### src/rtl/rvc_compressor_packer.sv
// Purpose : re-encode eligible RV32I instructions as RVC and pack 16/32-bit parcels little-endian into 32-bit words.
// Latency : 1 cycle from the accept of the instruction that completes a word to out_valid; a lone half-word waits in residue.
// Backpr. : in_ready = !out_valid || out_ready; the single output register holds out_word stable while stalled.
//
// Ports:
//   clk, rst                    clock, synchronous active-high reset
//   in_valid/in_ready/in_instr  instruction stream; in_compress_ok permits RVC re-encoding of this instruction
//   flush/flush_done            pad a pending half-word with C.NOP and drain; flush_done pulses once per flush
//   out_valid/out_ready/out_word  packed memory words
//   stat_total/stat_compressed  saturating counters of accepted / 16-bit-emitted instructions
module rvc_compressor_packer #(
    parameter bit ENABLE_RVC = 1'b1,
    parameter int STAT_WIDTH = 16
) (
    input  logic                  clk,
    input  logic                  rst,
    input  logic                  in_valid,
    output logic                  in_ready,
    input  logic [31:0]           in_instr,
    input  logic                  in_compress_ok,
    input  logic                  flush,
    output logic                  flush_done,
    output logic                  out_valid,
    input  logic                  out_ready,
    output logic [31:0]           out_word,
    output logic [STAT_WIDTH-1:0] stat_total,
    output logic [STAT_WIDTH-1:0] stat_compressed
);

    typedef enum logic {
        ST_EMPTY = 1'b0,
        ST_HALF  = 1'b1
    } state_t;

    localparam logic [6:0] OPC_OP_IMM = 7'b0010011;
    localparam logic [6:0] OPC_OP     = 7'b0110011;
    localparam logic [6:0] OPC_LOAD   = 7'b0000011;
    localparam logic [6:0] OPC_STORE  = 7'b0100011;
    localparam logic [6:0] OPC_JAL    = 7'b1101111;
    localparam logic [6:0] OPC_JALR   = 7'b1100111;
    localparam logic [6:0] OPC_BRANCH = 7'b1100011;

    localparam logic [STAT_WIDTH-1:0] STAT_MAX = '1;
    localparam logic [STAT_WIDTH-1:0] STAT_ONE = {{(STAT_WIDTH-1){1'b0}}, 1'b1};

    // ------------------------------------------------------------------
    // Instruction fields
    // ------------------------------------------------------------------
    logic [6:0]  opc;
    logic [4:0]  rd, rs1, rs2;
    logic [2:0]  f3;
    logic [6:0]  f7;
    logic [11:0] imm_i, imm_s;
    logic [12:1] imm_b;
    logic [20:1] imm_j;
    logic        imm6_ok, rd_p, rs1_p, rs2_p;

    assign opc   = in_instr[6:0];
    assign rd    = in_instr[11:7];
    assign f3    = in_instr[14:12];
    assign rs1   = in_instr[19:15];
    assign rs2   = in_instr[24:20];
    assign f7    = in_instr[31:25];
    assign imm_i = in_instr[31:20];
    assign imm_s = {in_instr[31:25], in_instr[11:7]};
    assign imm_b = {in_instr[31], in_instr[7], in_instr[30:25], in_instr[11:8]};
    assign imm_j = {in_instr[31], in_instr[19:12], in_instr[20], in_instr[30:21]};

    // 12-bit immediate representable as a signed 6-bit value (-32..31)
    assign imm6_ok = (imm_i[11:5] == 7'h00) || (imm_i[11:5] == 7'h7F);
    // x8..x15 are the only registers reachable by the 3-bit RVC fields
    assign rd_p  = (rd[4:3]  == 2'b01);
    assign rs1_p = (rs1[4:3] == 2'b01);
    assign rs2_p = (rs2[4:3] == 2'b01);

    // ------------------------------------------------------------------
    // Combinational compressor
    // ------------------------------------------------------------------
    logic        c_hit;
    logic [15:0] c_instr;
    logic [1:0]  c_alu_op;

    always_comb begin
        c_hit    = 1'b0;
        c_instr  = 16'h0000;
        c_alu_op = 2'b00;
        case (opc)
            OPC_OP_IMM: begin
                case (f3)
                    3'b000: begin
                        if (rd != 5'd0 && imm6_ok) begin
                            if (rs1 == 5'd0) begin
                                c_hit   = 1'b1;
                                c_instr = {3'b010, imm_i[5], rd, imm_i[4:0], 2'b01};
                            end else if (rs1 == rd && imm_i != 12'd0) begin
                                c_hit   = 1'b1;
                                c_instr = {3'b000, imm_i[5], rd, imm_i[4:0], 2'b01};
                            end
                        end
                    end
                    3'b001: begin
                        if (f7 == 7'd0 && rd == rs1 && rd != 5'd0 && rs2 != 5'd0) begin
                            c_hit   = 1'b1;
                            c_instr = {3'b000, 1'b0, rd, rs2, 2'b10};
                        end
                    end
                    3'b101: begin
                        if (rd == rs1 && rd_p && rs2 != 5'd0) begin
                            if (f7 == 7'b0000000) begin
                                c_hit   = 1'b1;
                                c_instr = {3'b100, 1'b0, 2'b00, rd[2:0], rs2, 2'b01};
                            end else if (f7 == 7'b0100000) begin
                                c_hit   = 1'b1;
                                c_instr = {3'b100, 1'b0, 2'b01, rd[2:0], rs2, 2'b01};
                            end
                        end
                    end
                    3'b111: begin
                        if (rd == rs1 && rd_p && imm6_ok) begin
                            c_hit   = 1'b1;
                            c_instr = {3'b100, imm_i[5], 2'b10, rd[2:0], imm_i[4:0], 2'b01};
                        end
                    end
                    default: ;
                endcase
            end
            OPC_OP: begin
                if (f7 == 7'd0 && f3 == 3'b000 && rd != 5'd0 && rs2 != 5'd0) begin
                    if (rs1 == 5'd0) begin
                        c_hit   = 1'b1;
                        c_instr = {4'b1000, rd, rs2, 2'b10};
                    end else if (rs1 == rd) begin
                        c_hit   = 1'b1;
                        c_instr = {4'b1001, rd, rs2, 2'b10};
                    end
                end else if (rd == rs1 && rd_p && rs2_p) begin
                    if (f7 == 7'b0100000 && f3 == 3'b000) begin
                        c_hit    = 1'b1;
                        c_alu_op = 2'b00;
                    end else if (f7 == 7'd0 && f3 == 3'b100) begin
                        c_hit    = 1'b1;
                        c_alu_op = 2'b01;
                    end else if (f7 == 7'd0 && f3 == 3'b110) begin
                        c_hit    = 1'b1;
                        c_alu_op = 2'b10;
                    end else if (f7 == 7'd0 && f3 == 3'b111) begin
                        c_hit    = 1'b1;
                        c_alu_op = 2'b11;
                    end
                    c_instr = {3'b100, 1'b0, 2'b11, rd[2:0], c_alu_op, rs2[2:0], 2'b01};
                end
            end
            OPC_LOAD: begin
                if (f3 == 3'b010 && rd_p && rs1_p && imm_i[11:7] == 5'd0 && imm_i[1:0] == 2'd0) begin
                    c_hit   = 1'b1;
                    c_instr = {3'b010, imm_i[5:3], rs1[2:0], imm_i[2], imm_i[6], rd[2:0], 2'b00};
                end
            end
            OPC_STORE: begin
                if (f3 == 3'b010 && rs1_p && rs2_p && imm_s[11:7] == 5'd0 && imm_s[1:0] == 2'd0) begin
                    c_hit   = 1'b1;
                    c_instr = {3'b110, imm_s[5:3], rs1[2:0], imm_s[2], imm_s[6], rs2[2:0], 2'b00};
                end
            end
            OPC_JAL: begin
                // offset must sign-extend from bit 11 (-2048..2046)
                if (rd[4:1] == 4'd0 && (imm_j[20:11] == 10'h000 || imm_j[20:11] == 10'h3FF)) begin
                    c_hit   = 1'b1;
                    c_instr = {rd[0] ? 3'b001 : 3'b101, imm_j[11], imm_j[4], imm_j[9:8], imm_j[10],
                               imm_j[6], imm_j[7], imm_j[3:1], imm_j[5], 2'b01};
                end
            end
            OPC_JALR: begin
                if (f3 == 3'b000 && imm_i == 12'd0 && rs1 != 5'd0 && rd[4:1] == 4'd0) begin
                    c_hit   = 1'b1;
                    c_instr = {3'b100, rd[0], rs1, 5'd0, 2'b10};
                end
            end
            OPC_BRANCH: begin
                // offset must sign-extend from bit 8 (-256..254)
                if (f3[2:1] == 2'b00 && rs2 == 5'd0 && rs1_p &&
                    (imm_b[12:8] == 5'h00 || imm_b[12:8] == 5'h1F)) begin
                    c_hit   = 1'b1;
                    c_instr = {2'b11, f3[0], imm_b[8], imm_b[4:3], rs1[2:0], imm_b[7:6],
                               imm_b[2:1], imm_b[5], 2'b01};
                end
            end
            default: ;
        endcase
    end

    // ------------------------------------------------------------------
    // Packer
    // ------------------------------------------------------------------
    state_t                  state_q, state_d;
    logic [15:0]             residue_q, residue_d;
    logic                    out_valid_q, out_valid_d;
    logic [31:0]             out_word_q, out_word_d;
    logic                    flush_done_q, flush_done_d;
    logic [STAT_WIDTH-1:0]   stat_total_q, stat_total_d;
    logic [STAT_WIDTH-1:0]   stat_comp_q, stat_comp_d;
    logic                    use_c, accept, flush_act;

    assign in_ready  = !out_valid_q || out_ready;
    assign use_c     = ENABLE_RVC && in_compress_ok && c_hit;
    assign accept    = in_valid && in_ready;
    // an offered instruction always wins over a pending flush
    assign flush_act = flush && !in_valid && in_ready;

    always_comb begin
        state_d      = state_q;
        residue_d    = residue_q;
        out_valid_d  = out_valid_q && !out_ready;
        out_word_d   = out_word_q;
        flush_done_d = 1'b0;
        stat_total_d = stat_total_q;
        stat_comp_d  = stat_comp_q;

        if (accept) begin
            if (stat_total_q != STAT_MAX) begin
                stat_total_d = stat_total_q + STAT_ONE;
            end
            if (use_c && stat_comp_q != STAT_MAX) begin
                stat_comp_d = stat_comp_q + STAT_ONE;
            end
            case (state_q)
                ST_EMPTY: begin
                    if (use_c) begin
                        residue_d = c_instr;
                        state_d   = ST_HALF;
                    end else begin
                        out_valid_d = 1'b1;
                        out_word_d  = in_instr;
                    end
                end
                default: begin
                    out_valid_d = 1'b1;
                    if (use_c) begin
                        out_word_d = {c_instr, residue_q};
                        residue_d  = 16'h0000;
                        state_d    = ST_EMPTY;
                    end else begin
                        // 32-bit parcel straddles the word boundary
                        out_word_d = {in_instr[15:0], residue_q};
                        residue_d  = in_instr[31:16];
                    end
                end
            endcase
        end else if (flush_act) begin
            flush_done_d = 1'b1;
            if (state_q == ST_HALF) begin
                out_valid_d = 1'b1;
                out_word_d  = {16'h0001, residue_q};
                residue_d   = 16'h0000;
                state_d     = ST_EMPTY;
            end
        end
    end

    always_ff @(posedge clk) begin
        if (rst) begin
            state_q      <= ST_EMPTY;
            residue_q    <= 16'h0000;
            out_valid_q  <= 1'b0;
            out_word_q   <= 32'h0000_0000;
            flush_done_q <= 1'b0;
            stat_total_q <= '0;
            stat_comp_q  <= '0;
        end else begin
            state_q      <= state_d;
            residue_q    <= residue_d;
            out_valid_q  <= out_valid_d;
            out_word_q   <= out_word_d;
            flush_done_q <= flush_done_d;
            stat_total_q <= stat_total_d;
            stat_comp_q  <= stat_comp_d;
        end
    end

    assign out_valid       = out_valid_q;
    assign out_word        = out_word_q;
    assign flush_done      = flush_done_q;
    assign stat_total      = stat_total_q;
    assign stat_compressed = stat_comp_q;

endmodule

### config.mk
export PLATFORM = sky130hd
export DESIGN_NAME = rvc_compressor_packer
export DESIGN_NICKNAME = d
export VERILOG_FILES = /design/src/rtl/rvc_compressor_packer.sv
export SDC_FILE = /design/constraint.sdc
export NUM_CORES = 1
export LEC_CHECK = 0
export CORE_UTILIZATION = 40
export DETAILED_ROUTE_END_ITERATION = 10
export PLACE_DENSITY = 0.77
export SYNTH_ARGS = -nofsm -noshare
export SYNTH_HDL_FRONTEND = slang
export SYNTH_SLANG_ARGS = --single-unit
### constraint.sdc
create_clock -name clk -period 3.7 [get_ports clk]
set_input_delay 0.555 -clock clk [delete_from_list [all_inputs] [get_ports clk]]
set_output_delay 0.555 -clock clk [all_outputs]
set_load 0.005 [all_outputs]
## Word level (Yosys, flattened, before mapping)

Index checks and enable logic that the tools add are counted.

- Flip-flop bits (word level): 83
- Input port bits: 38
- Output and inout port bits: 67

- $add $sub $neg: 2
- Equality and inequality tests: 25
- Mux-type cells: 70
- Reductions and logical operators: 68

Operators by type and width:

| cell | number |
|---|---|
| two-way mux 16 bit | 18 |
| two-way mux 32 bit | 6 |
| one-hot mux 16 bit (7 select lines) | 1 |
| one-hot mux 16 bit (4 select lines) | 1 |
| two-way mux 15 bit | 3 |
| logical AND 1 bit | 37 |
| adder 16 x 1 -> 16 bit, second input constant | 2 |
| two-way mux 1 bit | 32 |
| inequality test 16 bit, second input constant | 2 |
| == test 7 bit, second input constant | 4 |
| == test 7 x 6 -> 1 bit, second input constant | 3 |
| logical NOT 5 bit | 4 |
| nonzero test 5 bit | 3 |
| two-way mux 13 bit | 1 |
| == test 3 bit, second input constant | 4 |
| logical NOT 12 bit | 1 |
| two-way mux 12 bit | 1 |
| nonzero test 12 bit | 1 |
| == test 10 bit, second input constant | 1 |
| == test 5 bit | 2 |
| logical NOT 10 bit | 1 |
| two-way mux 2 bit | 4 |
| == test 7 x 2 -> 1 bit, second input constant | 1 |
| == test 7 x 5 -> 1 bit, second input constant | 1 |
| other kinds (18) | 31 |

## Logic depth before layout (Yosys ltp)

- Word-level depth: 13
- Mapped depth: 16
- Gate-level depth less buffers: 12

## Least setup slack after synthesis

Ideal clock, no wire load.

- Path type: input to register
- Start point: in in_instr[27]
- End point: reg out_word_q[21] (netlist: out_word[21])
- Data arrival time: 3.683 ns
- Setup slack: -0.114 ns
- Stages: 16
- Path buffers: 5
- Path through: clkbuf_1 -> nor3_2 -> and2_1 -> buf_2 -> nand3_1 -> and3_1 -> o41a_2 -> buf_2 -> ha_1 -> or3_1 -> clkbuf_1 -> clkbuf_1 -> a22oi_1 -> nor2_1 -> a31oi_1 -> o31ai_1

- Word-level cells in the longest chain between the ends: 13
- Elaborated cells on any way between the ends: 70
- Classes of those cells: eq/ne (3); mux (40); reduce/logical (27)

Ends and longest elaborated chain:

| what | line | text |
|---|---|---|
| start: declaration | 19 | `input logic [31:0] in_instr,` |
| logical NOT 7 bit | - |  |
| logical AND 1 bit | 146 | `end else if (f7 == 7'd0 && f3 == 3'b111) begin` |
| two-way mux 1 bit | 146 |  |
| two-way mux 1 bit | 143 | `end else if (f7 == 7'd0 && f3 == 3'b110) begin` |
| two-way mux 1 bit | 140 | `end else if (f7 == 7'd0 && f3 == 3'b100) begin` |
| two-way mux 1 bit | 137 | `if (f7 == 7'b0100000 && f3 == 3'b000) begin` |
| two-way mux 1 bit | 136 | `end else if (rd == rs1 && rd_p && rs2_p) begin` |
| two-way mux 1 bit | 128 | `if (f7 == 7'd0 && f3 == 3'b000 && rd != 5'd0 && rs2 != 5'd0) begin` |
| one-hot mux 1 bit (7 select lines) | 87 | `case (opc)` |
| logical AND 1 bit | 205 | `assign use_c = ENABLE_RVC && in_compress_ok && c_hit;` |
| two-way mux 32 bit | 238 | `if (use_c) begin` |
| two-way mux 32 bit | 226 | `case (state_q)` |
| two-way mux 32 bit | 219 | `if (accept) begin` |
| end signal: assignment | 273 | `out_word_q <= out_word_d;` |
| end: declaration | 198 | `logic [31:0] out_word_q, out_word_d;` |

Several ways; a longest one is shown, not always the timed one.
A chain may end at the register's enable or synchronous reset.

## Final worst setup path

- Start point: in in_instr[30]
- End point: reg residue_q[10]

- Word-level cells in the longest chain between the ends: 13
- Elaborated cells on any way between the ends: 72
- Classes of those cells: eq/ne (3); mux (38); reduce/logical (31)

Ends and longest elaborated chain:

| what | line | text |
|---|---|---|
| logical NOT 7 bit | - |  |
| logical AND 1 bit | 146 |  |
| two-way mux 1 bit | 146 |  |
| two-way mux 1 bit | 143 |  |
| two-way mux 1 bit | 140 |  |
| two-way mux 1 bit | 137 |  |
| two-way mux 1 bit | 136 |  |
| two-way mux 1 bit | 128 |  |
| one-hot mux 1 bit (7 select lines) | 87 |  |
| logical AND 1 bit | 205 |  |
| two-way mux 16 bit | 238 |  |
| two-way mux 16 bit | 226 |  |
| two-way mux 16 bit | 219 |  |
| end signal: assignment | 271 | `residue_q <= residue_d;` |
| end: declaration | 196 | `logic [15:0] residue_q, residue_d;` |

Several ways; a longest one is shown, not always the timed one. The select of a mux whose other input is x is not followed.

==> flow_metrics.tcl <==
set metrics [dict create \
    cts_root_buf "clkbuf_16" \
    start_util_pct 41.2 \
    die_x_um 119 \
    antenna_cells 0 \
    p_leak_nw 3.05 \
    numCtsBuffers 9 \
    drt_wl_total_um 22900 \
    vdd_drop_max_v 0.000240 \
    clk_latency_ns 0.34 \
    netSwitchingFraction_pct 27.5 \
    num_io_pins 105 \
    yosysSeqAreaShare_pct 30.3 \
    drcViolationCount 0 \
    slew_violations 0 \
    grt.total_usage_pct 32.5 \
    synth_area_mm2 0.00548 \
    path_class "in2reg" \
    ant_nets 0 \
    gp_congestion 1.01 \
    run_status "completed" \
    arrival_ns 3.84 \
    power_switching_mw 0.628 \
    yosysWarningCount 0 \
    max_freq_ghz 0.277 \
    grt_pass1_wl_um 36100 \
    yosysUniqueCellTypes 83 \
    comb_power_share_pct 18.3 \
    async_flop_share_pct 0 \
    finalClockSkew_ns 0.00554 \
    min_path_type "reg2reg" \
    power.internal_mw 1.66 \
    grt_max_degree 42 \
    drv_cap 0 \
    min_period_ns 3.61 \
    timing.hold.ws_ns 0.495 \
    syn2layout_area_growth_pct 49.0 \
    worst_slew_pin_slew_ns 0.933 \
    die_h_um 119 \
    finalSetupViolations 0 \
    drive_gt1_share_pct 23.9 \
    synth-edff-count 0 \
    grt_pass1_vias 6360 \
    cts_max_level 3 \
    port_buffers 104 \
    clockPowerShare_pct 40.7 \
    seqPwrFrac_pct 41.0 \
    final_nets 952 \
    cts.sinks 83 \
    finalCritPeriodShare_pct 97.5 \
    rsz0062_at_grt "yes" \
    ys.flop_type "dfxtp_1" \
    rows 42 \
    relSlewSlack_pct 37.6 \
    routed_via_density 6.13 \
    wl_per_cell_um 21.0 \
    grt_overflow_total 0 \
    cp.required_ns 3.93 \
    drt_iter0_drc 508 \
    antenna_found_initial 0 \
    power_density_mw_per_mm2 280 \
    ys_seq_elements 83 \
    postSynthAreaPerCell_um2 7.93 \
    hold_buffers 0 \
    timing.final.ws_setup_ns 0.0915 \
    finalHoldViolations 0 \
    rrSetupSlack_ns 1.20 \
    dr_total_vias 6686 \
    place_ws_ns -0.438 \
    die_area_mm2 0.0142 \
    synthesis.nets 733 \
    crit_path_start_kind "input port" \
    cp_max_fo 6 \
    crit_path_end_kind "register" \
    syn_inst 691 \
    coreArea_mm2 0.0133 \
    firstDrtPassIters 5 \
    clkTransAtPathRegs_ns 0.06 \
    cts_buffer_depth 2 \
    hpwl_um 18000 \
    tritoncts "built" \
]
## final cells by class
cell class	count	area (µm²)
clock buffers	9	225
clock inverters	7	80.1
fillers	1177	5130
inverters	12	45.0
multi-input cells	544	3690
flip-flops and latches	83	1660
well taps	176	220
repair buffers	260	2240
## cells by family after synthesis
group                      share of synthesized area [%]
adders and majority gates                          0.913
and+or+nand+nor                                     30.6
DFF                                                 30.3
AOI/OAI and AO/OA                                   29.4
buffers and inverters                               5.07
muxes                                              0.936
xor gates and xnor gates                            2.72
## critical path, stage by stage
cell and delay (ns):
clkdlybuf4s50_1 0.48, nor4_4 0.39, and2_4 0.26, a2111oi_4 0.08
a2111o_1 0.41, o41a_4 0.40, inv_2 0.07, ha_2 0.19
buf_4 0.12, or3_4 0.13, nor2_2 0.05, and2_1 0.15
a22o_1 0.27, a211o_1 0.27
## state kept, by name (all words and copies together), names as in the netlist
| signal | flops |
|---|---|
| out_word | 32 |
| residue_q | 16 |
| stat_compressed | 16 |
| stat_total | 16 |
| flush_done | 1 |
| out_valid | 1 |
| state_q | 1 |
## worst paths after layout
check / startpoint / to / cells after the start
setup / recovery: in_instr[30] / residue_q[10] / 14
hold reg to reg: out_word[7] / out_word[7] / 2
setup reg to reg: out_valid / out_word[3] / 7
hold / removal: out_word[7] / out_word[7] / 2
## layout by cell type (no fill, tap or decap), types with 7 or more instances in the layout
| cell type | count |
|---|---|
| or3_1 | 14 |
| nor2_1 | 56 |
| buf_4 | 153 |
| nand4_1 | 22 |
| xnor2_1 | 10 |
| dfxtp_1 | 83 |
| a211oi_1 | 8 |
| and2_1 | 11 |
| nor3_1 | 12 |
| a311oi_1 | 16 |
| a21o_1 | 10 |
| nand2_1 | 55 |
| and4_1 | 13 |
| clkdlybuf4s50_1 | 96 |
| or4_1 | 15 |
| nand3_1 | 26 |
| clkbuf_16 | 9 |
| inv_1 | 11 |
| o31ai_1 | 16 |
| a22o_1 | 12 |
| a22oi_1 | 17 |
| a21oi_1 | 34 |
| o211ai_1 | 10 |
| and3_1 | 7 |
| o21ai_0 | 30 |
| o22ai_1 | 9 |
## routing by layer
layer | GRT usage (%) | share of wire, % | vias to the layer above
met5 | 0 | 0 | -
met1 | 45.5 | 44 | 3173
met2 | 50.6 | 44 | 332
li1 | - | - | 3130
met4 | 9.49 | 2.4 | 0
met3 | 5.89 | 8.9 | 51
## synth_stat cells (4+ instances only)
| master | number | area (µm²) |
|---|---|---|
| a21oi_1 | 36 | 180 |
| or2_2 | 5 | 31.3 |
| a21o_1 | 10 | 75.1 |
| nand3b_1 | 6 | 45.0 |
| mux2i_1 | 4 | 40.0 |
| and2_1 | 12 | 75.1 |
| a31oi_1 | 6 | 37.5 |
| nand4_1 | 22 | 138 |
| and4_1 | 13 | 114 |
| nor4_1 | 5 | 31.3 |
| a22oi_1 | 18 | 135 |
| o2bb2ai_1 | 4 | 35.0 |
| nand2b_1 | 5 | 31.3 |
| or3_1 | 17 | 106 |
| o21ai_0 | 30 | 150 |
| xor2_1 | 6 | 52.6 |
| nand2_1 | 55 | 206 |
| clkbuf_1 | 38 | 143 |
| nor3_1 | 18 | 90.1 |
| and3_1 | 7 | 43.8 |
| dfxtp_1 | 83 | 1660 |
| inv_1 | 11 | 41.3 |
| a22o_1 | 12 | 105 |
| a221o_1 | 6 | 60.1 |
| nor2b_1 | 7 | 43.8 |
| nor2_1 | 58 | 218 |
| buf_2 | 9 | 45.0 |
| a211oi_1 | 8 | 60.1 |
| a311oi_1 | 16 | 140 |
| o211ai_1 | 10 | 75.1 |
| xnor2_1 | 11 | 96.3 |
| o31ai_1 | 16 | 120 |
| o22ai_1 | 9 | 56.3 |
| nand3_1 | 26 | 130 |
| ha_1 | 4 | 50.1 |
| or4_1 | 15 | 113 |
## power by group through the flow
stage	logic (mW)	registers, mW	clock network, mW
3_3_place_gp	0.403	0.957	0
3_5_place_dp	0.404	0.958	0
2_1_floorplan	0.150	0.958	0
4_1_cts	0.406	0.938	0.938
6_report	0.419	0.937	0.930
5_1_grt	0.443	0.940	0.972
## what timing repair did
item	CTS	global route
buffers inserted	0	1
gates resized for setup	8	18
endpoints found under the setup margin	12	46
pin swaps	0	1
## through the flow
step	power, mW	setup TNS (ns)	utilization, %	instance area (µm²)	instances
floorplan	1.11	-0.0392	-	5550	691
global placement	1.36	-13.27	58.3	7750	1074
detailed placement	1.36	-13.99	58.3	7750	1074
CTS	2.28	0	60.7	8070	1090
global route	2.36	-0.00695	61.4	8170	1091
finish	2.29	0	61.4	8170	1091
(Power assumes the default switching activity.)
